--- src/rtl/aes_pkg.sv ---
// ----------------------------------------------------------------------------
// aes_pkg: round counts, direction encodings and sequencer state encoding. Rev 1.0
// ----------------------------------------------------------------------------
`default_nettype none

package aes_pkg;

  localparam int AES_NR_128 = 10;
  localparam int AES_NR_192 = 12;
  localparam int AES_NR_256 = 14;

  localparam logic AES_DIR_ENC = 1'b0;
  localparam logic AES_DIR_DEC = 1'b1;

  typedef enum logic [1:0] {
    ST_IDLE = 2'd0,
    ST_RUN  = 2'd1,
    ST_DONE = 2'd2
  } seq_state_t;

  // The reserved key-length code falls back to the AES-128 round count.
  function automatic int nr_for_keylen(input logic [1:0] keylen);
    case (keylen)
      2'b01:   nr_for_keylen = AES_NR_192;
      2'b10:   nr_for_keylen = AES_NR_256;
      default: nr_for_keylen = AES_NR_128;
    endcase
  endfunction

endpackage

`default_nettype wire

--- src/rtl/aes_keylen_nr.sv ---
// ----------------------------------------------------------------------------
// aes_keylen_nr: combinational KeyLen -> Nr decode, shared with key expansion. Rev 1.0
// ----------------------------------------------------------------------------
`default_nettype none

module aes_keylen_nr
  import aes_pkg::*;
#(
  parameter int CW = 4
) (
  input  logic [1:0]    keylen,
  output logic [CW-1:0] nr
);

  assign nr = CW'(nr_for_keylen(keylen));

endmodule

`default_nettype wire

--- src/rtl/aes_round_sequencer.sv ---
// ----------------------------------------------------------------------------
// aes_round_sequencer: up/down AES round counter with First/Last/Busy/Done strobes.
// Optional per-block key length selection under AES_ROUND_SEQ_KEYLEN_EN. Rev 1.0
// ----------------------------------------------------------------------------
`default_nettype none

module aes_round_sequencer
  import aes_pkg::*;
#(
  parameter int NR = 10,
  parameter int CW = 4
) (
  input  logic          Clk,
  input  logic          Rst,
  input  logic          Clr,
  input  logic          Start,
  input  logic          Dir,
`ifdef AES_ROUND_SEQ_KEYLEN_EN
  input  logic [1:0]    KeyLen,
`endif
  input  logic          En,
  output logic [CW-1:0] Round,
  output logic          First,
  output logic          Last,
  output logic          Busy,
  output logic          Done
);

  localparam logic [CW-1:0] ONE     = CW'(1);
  localparam logic [CW-1:0] ZERO    = '0;
  localparam logic [CW-1:0] NR_FIX  = CW'(NR);

  seq_state_t    state;
  logic [CW-1:0] round;
  logic          dir_lat;
  logic [CW-1:0] nr_lat;
  logic [CW-1:0] nr_sel;
  logic [CW-1:0] start_val;
  logic [CW-1:0] term_val;
  logic          at_term;

`ifdef AES_ROUND_SEQ_KEYLEN_EN
  aes_keylen_nr #(
    .CW (CW)
  ) u_keylen_nr (
    .keylen (KeyLen),
    .nr     (nr_sel)
  );
`else
  assign nr_sel = NR_FIX;
`endif

  // Start/terminal values depend only on latched block parameters.
  assign start_val = (dir_lat == AES_DIR_ENC) ? ZERO   : nr_lat;
  assign term_val  = (dir_lat == AES_DIR_ENC) ? nr_lat : ZERO;
  assign at_term   = (round == term_val);

  always_ff @(posedge Clk or posedge Rst) begin
    if (Rst) begin
      state   <= ST_IDLE;
      round   <= ZERO;
      dir_lat <= AES_DIR_ENC;
      nr_lat  <= NR_FIX;
    end else if (Clr) begin
      state <= ST_IDLE;
      round <= ZERO;
    end else begin
      case (state)
        ST_IDLE: begin
          if (Start) begin
            dir_lat <= Dir;
            nr_lat  <= nr_sel;
            round   <= (Dir == AES_DIR_DEC) ? nr_sel : ZERO;
            state   <= ST_RUN;
          end
        end
        ST_RUN: begin
          if (En) begin
            if (at_term) begin
              state <= ST_DONE;
            end else if (dir_lat == AES_DIR_DEC) begin
              round <= round - ONE;
            end else begin
              round <= round + ONE;
            end
          end
        end
        ST_DONE: begin
          state <= ST_IDLE;
        end
        default: begin
          state <= ST_IDLE;
          round <= ZERO;
        end
      endcase
    end
  end

  assign Round = round;
  assign Busy  = (state == ST_RUN);
  assign Done  = (state == ST_DONE);
  assign First = Busy && (round == start_val);
  assign Last  = Busy && at_term;

endmodule

`default_nettype wire
--- config.mk ---
export PLATFORM = sky130hd
export DESIGN_NAME = aes_round_sequencer
export DESIGN_NICKNAME = d
export VERILOG_FILES = /design/src/rtl/aes_pkg.sv /design/src/rtl/aes_keylen_nr.sv /design/src/rtl/aes_round_sequencer.sv
export SDC_FILE = /design/constraint.sdc
export NUM_CORES = 1
export LEC_CHECK = 0
export ABC_AREA = 1
export CORE_AREA = 2 2 39 41
export DETAILED_ROUTE_END_ITERATION = 7
export DIE_AREA = 0 0 41 43
export DONT_BUFFER_PORTS = 1
export MAX_ROUTING_LAYER = met4
export PLACE_DENSITY = 0.65
export REMOVE_ABC_BUFFERS = 1
export SYNTH_ARGS = -nofsm -noshare
export SYNTH_HDL_FRONTEND = slang
export SYNTH_SLANG_ARGS = --single-unit
--- constraint.sdc ---
create_clock -name Clk -period 3.11 [get_ports Clk]
set_clock_uncertainty 0.15 [all_clocks]
set_input_delay 0.933 -clock Clk [delete_from_list [all_inputs] [get_ports Clk]]
set_output_delay 0.933 -clock Clk [all_outputs]
set_load 0.02 [all_outputs]
==> out/results.tsv <==
metric	value	unit
ctsRootBufferMaster	clkbuf_4	
maxCapViolCount	0	
grt_pass1_wl	1940	microns
cts_sinks	7	
grt_overflow	0	
drive_gt1_share	19.8	%
fp.dieH	43	microns
viasPerCell	4.78	
slew_headroom	71.4	%
power.internal	0.307	mW
yosysWarningCount	0	
drc_errors	0	
final_cell_area	611	sq um
grt_max_degree	9	
hpwl	919	microns
cp-start-kind	flop	
synth_area	556	sq um
cts.hold.buffers_added	0	
required	2030	ps
syn_avg_cell_area	7.31	sq um
crit_type	flop to primary output	
io_pins	14	
seqPwrFrac	31.7	%
p_total	0.670	mW
fmax	336	MHz
irDropWorstVdd	0.548	mV
clock_power_share	13.6	%
setup_viol	0	
cts_tree	built	
path_clk_slew	60	ps
clk_path_buf_depth	2	
drtPass1Iterations	4	
min_path_type	input port to asynchronous set/reset pin	
postLayoutCoreUtil	44.1	%
path_buf_inv	1	
core_area	1380	sq um
multi_input_area	339	sq um
p_sw	0.363	mW
crit_path_max_incr_delay	490	ps
antenna_found_initial	0	
drtIter0Drc	8	
synthCells	76	
slew_violations	0	
cp.arrival	1890	ps
io_buffer_count	0	
cp_top_family	simple AND/OR/NAND/NOR gates	
drt_wl_total	1120	microns
crit_fanout	4	
fin_crit_sh	95.8	%
end_kind	primary output	
stdcell_count	97	
die_area	1760	sq um
p_comb_share	54.7	%
synth_seq_area_share	31.5	%
grt_pass1_vias	443	
start_util	40.1	%
die_w	41	microns
track_usage	17.0	%
nets	93	
status	finished clean	
powerDensity	1100	nW/um^2
ys_ff_latch	7	
worst_pin_slew	428	ps
crit_slowest_cell	dfrtp_1	
path_cells	ha_1 -> ha_1 -> inv_1 -> nor2_1 -> nand2_1 -> nor2_1	
period_needed	2980	ps
tns	0	ps
nFillCells	143	
cts_resized	0	
postPlaceCellArea	583	sq um
post_drt_wl_per_cell	11.6	microns
seqCellArea	175	sq um
ctsHtreeMaxLevel	1	
routabilityCongestion	0.876	
num_antenna_cells	0	
timing_hold_violations_final	0	
row_count	14	
area_growth	9.91	%
dp_cells	93	
clk_latency	270	ps
rsz0062_at_grt	no	
swShare	54.2	%
ant_nets	0	
numCtsBuffers	3	
synth_cell_types	18	
vias	464	
post-cts-setup-buffers	0	
power_leakage	0.321	nW
worst register-to-register path, stage by stage (launching register included):
cell and delay, ps:
dfrtp_1 490, ha_1 380, ha_1 150, inv_1 30, nor2_1 140, nand3_2 110
nand3_4 120, nor2_2 40, nand2_1 50, nand2_1 50
synthesized netlist by cell type:
cell type  number  area [sq um]
nand2_1        24          90.1
inv_1           8          30.0
nor2_1          8          30.0
dfrtp_1         7           175
ha_1            4          50.1
nand3_1         4          20.0
inv_2           3          11.3
nand2_2         3          18.8
o21ai_1         3          15.0
a21oi_1         2          10.0
nor2_4          2          22.5
nor4_1          2          12.5
a22oi_1         1          7.51
fa_1            1          20.0
nand3_2         1          10.0
nand3_4         1          17.5
nor2_2          1          6.26
xor2_1          1          8.76
layer usage:
metal	vias to the layer above	GRT usage [%]	routed length [microns]
li1	246	-	-
met1	205	21.1	512
met2	8	23.1	518
met3	5	5.76	54
met4	0	10.0	38
met5	-	-	0
power groups by stage:
stage	clock network, mW	registers (mW)	logic, mW
2_1_floorplan	0	0.201	0.307
3_3_place_gp	0	0.214	0.365
3_5_place_dp	0	0.216	0.367
4_1_cts	0.0904	0.213	0.371
5_1_grt	0.0956	0.220	0.417
6_report	0.0909	0.213	0.367
worst paths after layout:
path                       cells past startpoint                 start              endpoint  slack [ps]
max in group asynchronous                      1                   Rst  state[0]$_DFFE_PP0P_        2250
setup / recovery                               6  Round[1]$_DFFE_PP0P_                  Last         130
min in group Clk                               2   dir_lat$_DFFE_PP0P_   dir_lat$_DFFE_PP0P_         520
setup reg to reg                               9  Round[1]$_DFFE_PP0P_  Round[3]$_DFFE_PP0P_        1290
hold reg to reg                                2   dir_lat$_DFFE_PP0P_   dir_lat$_DFFE_PP0P_         520
hold / removal                                 1                   Rst  Round[1]$_DFFE_PP0P_         330
cells in the final DEF, fill, tap and decap left out, types with 2 or more instances in the layout:
master | synthesis | layout
inv_1 | 8 | 8
nor2_1 | 8 | 8
a21oi_1 | 2 | 2
nor2_4 | 2 | 2
clkbuf_4 | 0 | 3
nand3_1 | 4 | 4
inv_2 | 3 | 3
nor4_1 | 2 | 2
dfrtp_1 | 7 | 7
nand2_1 | 24 | 24
ha_1 | 4 | 4
nand2_2 | 3 | 3
o21ai_1 | 3 | 3
stage by stage:
step,worst slack (ps),hold slack (ps)
4_1_cts,133,347
5_1_grt,8.36,363
2_1_floorplan,279,459
3_5_place_dp,424,515
6_report,132,333
3_3_place_gp,450,495
area by class of cell:
cell class              instances  area share, %
clock buffers                   3           3.69
clock inverters                 1          0.820
inverters                      11           6.76
multi-input cells              58           55.5
flip-flops and latches          7           28.7
well taps                      16           3.28
repair buffers                  1           1.23
cells by family (layout without fill, tap and decap cells):
kind of cell	after synthesis	after routing	synth area share [%]
compound gates	6	6	5.86
xor+xnor	1	1	1.58
fa+ha+maj	5	5	12.6
buf+inv	11	16	7.43
flops	7	7	31.5
simple gates	46	46	41.0
registers in the layout, indices dropped and copies added (netlist names):
signal	cells
dir_lat	1
Round	4
state	2
Note: power is estimated with default switching activity, not from simulation.
==> RTL edit, RTL diff (config.mk and constraints unchanged) <==
Change the parameter `CW` from 4 to 5.
--- a/src/rtl/aes_round_sequencer.sv
+++ b/src/rtl/aes_round_sequencer.sv
@@ -10,3 +10,3 @@
   parameter int NR = 10,
-  parameter int CW = 4
+  parameter int CW = 5
 ) (
Interface: changed (resized Round); port bits go from 14 to 15. No check against the original RTL was run, so the function may have changed too.
==> RTL edit against the original RTL <==
- final area rose by 28%
- setup slack better by 0.24 ns
- worst hold slack improved by 0.025 ns
- count of clock-buffer cells in the layout unchanged
- sequential cell count increased by 1
- first-iteration DRC count rose by 13%
- synthesized area up 31%
- sequential share of layout area fell by 3.0 points
- highest routed layer unchanged
- power is 31% lower
- wire length rose by 25%
- critical path depth is the same
==> RTL edit: results (changes against the original RTL) <==
| Quantity | Reported | Delta |
| --- | --- | --- |
| Reg2reg end | Round[4] |  |
| Xor/xnor cell area share of the yosys netlist | 2.401% | +0.82 points |
| Instance count of the mapped netlist | 103 | +36% |
| Share of synthesized area occupied by flip-flops and latches | 27.44% | -4.1 points |
| Detail-routed via count per cell | 4.992 | +4.4% |
| Internal power of the cells | 246.6 uW | -20% |
| Initial drt markers | 9 | +1 |
| Detailed-route wire length per cell | 11.40 um | -1.5% |
| Result of the run | finished, final reports clean |  |
| Flip-flop count of the largest register after layout | 5 | +1 |
| Most used DFF post-synth | dfrtp_1 |  |
| Multiplexer share of the synthesized area | 0% | unchanged |
| Met1 Wirelength | 674 um | +32% |
| Leakage power total | 0.4447 nW | +38% |
| Share of final-layout standard cells stronger than drive strength 1 | 20.56% | +0.81 points |
| Placement-stage cell area | 757.0 um^2 | +30% |
| Final weighted congestion in routability-driven placement | 0.8883 | +1.4% |
| P_clk | 71.9 uW | -21% |
| Number of unique standard cell types used by synthesis | 21 | +3 |
| Synth top area cells | dfrtp_1 27%, nand2_1 12%, ha_1 8.6%, inv_1 8.2%, nand2_4 6.2% |  |
| Highest fanout seen on the critical path | 7 | +3 |
| Worst stage delay on the critical path | 0.47 ns | -0.02 ns |
| Worst IR drop on VDD | 0.3584 mV | -35% |
| Global-route usage over all layers | 20.34% | +3.3 points |
| Most frequent cells after synthesis | 24 x nand2_1, 16 x inv_1, 8 x dfrtp_1, 8 x nand3_1, 8 x nor2_1 |  |
| Worst Path Arrival | 1.66 ns | -0.23 ns |
| Logic pwr share | 48.6% | -6.1 points |
| Fraction of the mapped netlist area in compound gates | 7.376% | +1.5 points |
| Hold slack final | 0.3581 ns | +0.02501 ns |
| Met2 WL | 660 um | +27% |
| First-pass GRT wire length | 2.283 mm | +18% |
| Reg2reg start | Round[0] |  |
| Adder-cell share of the synthesized area | 11.32% | -1.3 points |
| Depth of the worst register-to-register path | 8 | -1 |
| GR met3 Demand/Resource | 3.665% | -2.1 points |
| Worst Setup Slack post-DPL | 0.6399 ns | +0.2164 ns |
| Half-perimeter wire length after placement | 1.205 mm | +31% |
| Reported net switching power | 216.0 uW | -41% |
| Global-route met1 utilization | 27.30% | +6.3 points |
| Register-to-register setup slack | 1.19 ns | -0.10 ns |
| Max transition margin | 74.59% | +3.2 points |
| Cell count after placement | 120 | +29% |
[RTL edit: changes by cell type after synthesis, sizes merged, moves of 2 or more]
cell,unedited run,this run
nor4,2,0
nor3,0,3
o21ai,3,8
inv,11,21
nand3,6,9
nand2,27,31
[RTL edit: layout make-up]
class | instances | area, um^2
fillers | 135 | 604.3
multi-input cells | 74 | 450.4
flip-flops and latches | 8 | 200.2
inverters | 21 | 78.83
clock buffers | 3 | 22.52
well taps | 16 | 20.02
repair buffers | 1 | 7.507
[RTL edit: how the worst max path moves through the flow]
stage                     cells after the start  slack, ns     start  endpoint
after floorplan                               5       0.53  Round[1]     First
after global placement                        6       0.65  Round[1]      Last
after detailed placement                      6       0.64  Round[1]      Last
after CTS                                     6       0.36   dir_lat      Last
after global routing                          6       0.24   dir_lat      Last
final                                         6       0.37   dir_lat      Last
[RTL edit: critical path, delay by kind of cell (launching register included)]
kind	cells	cell delay [ns]
adders and majority gates	2	0.55
DFF	1	0.47
buffers and inverters	2	0.23
and+or+nand+nor	2	0.15
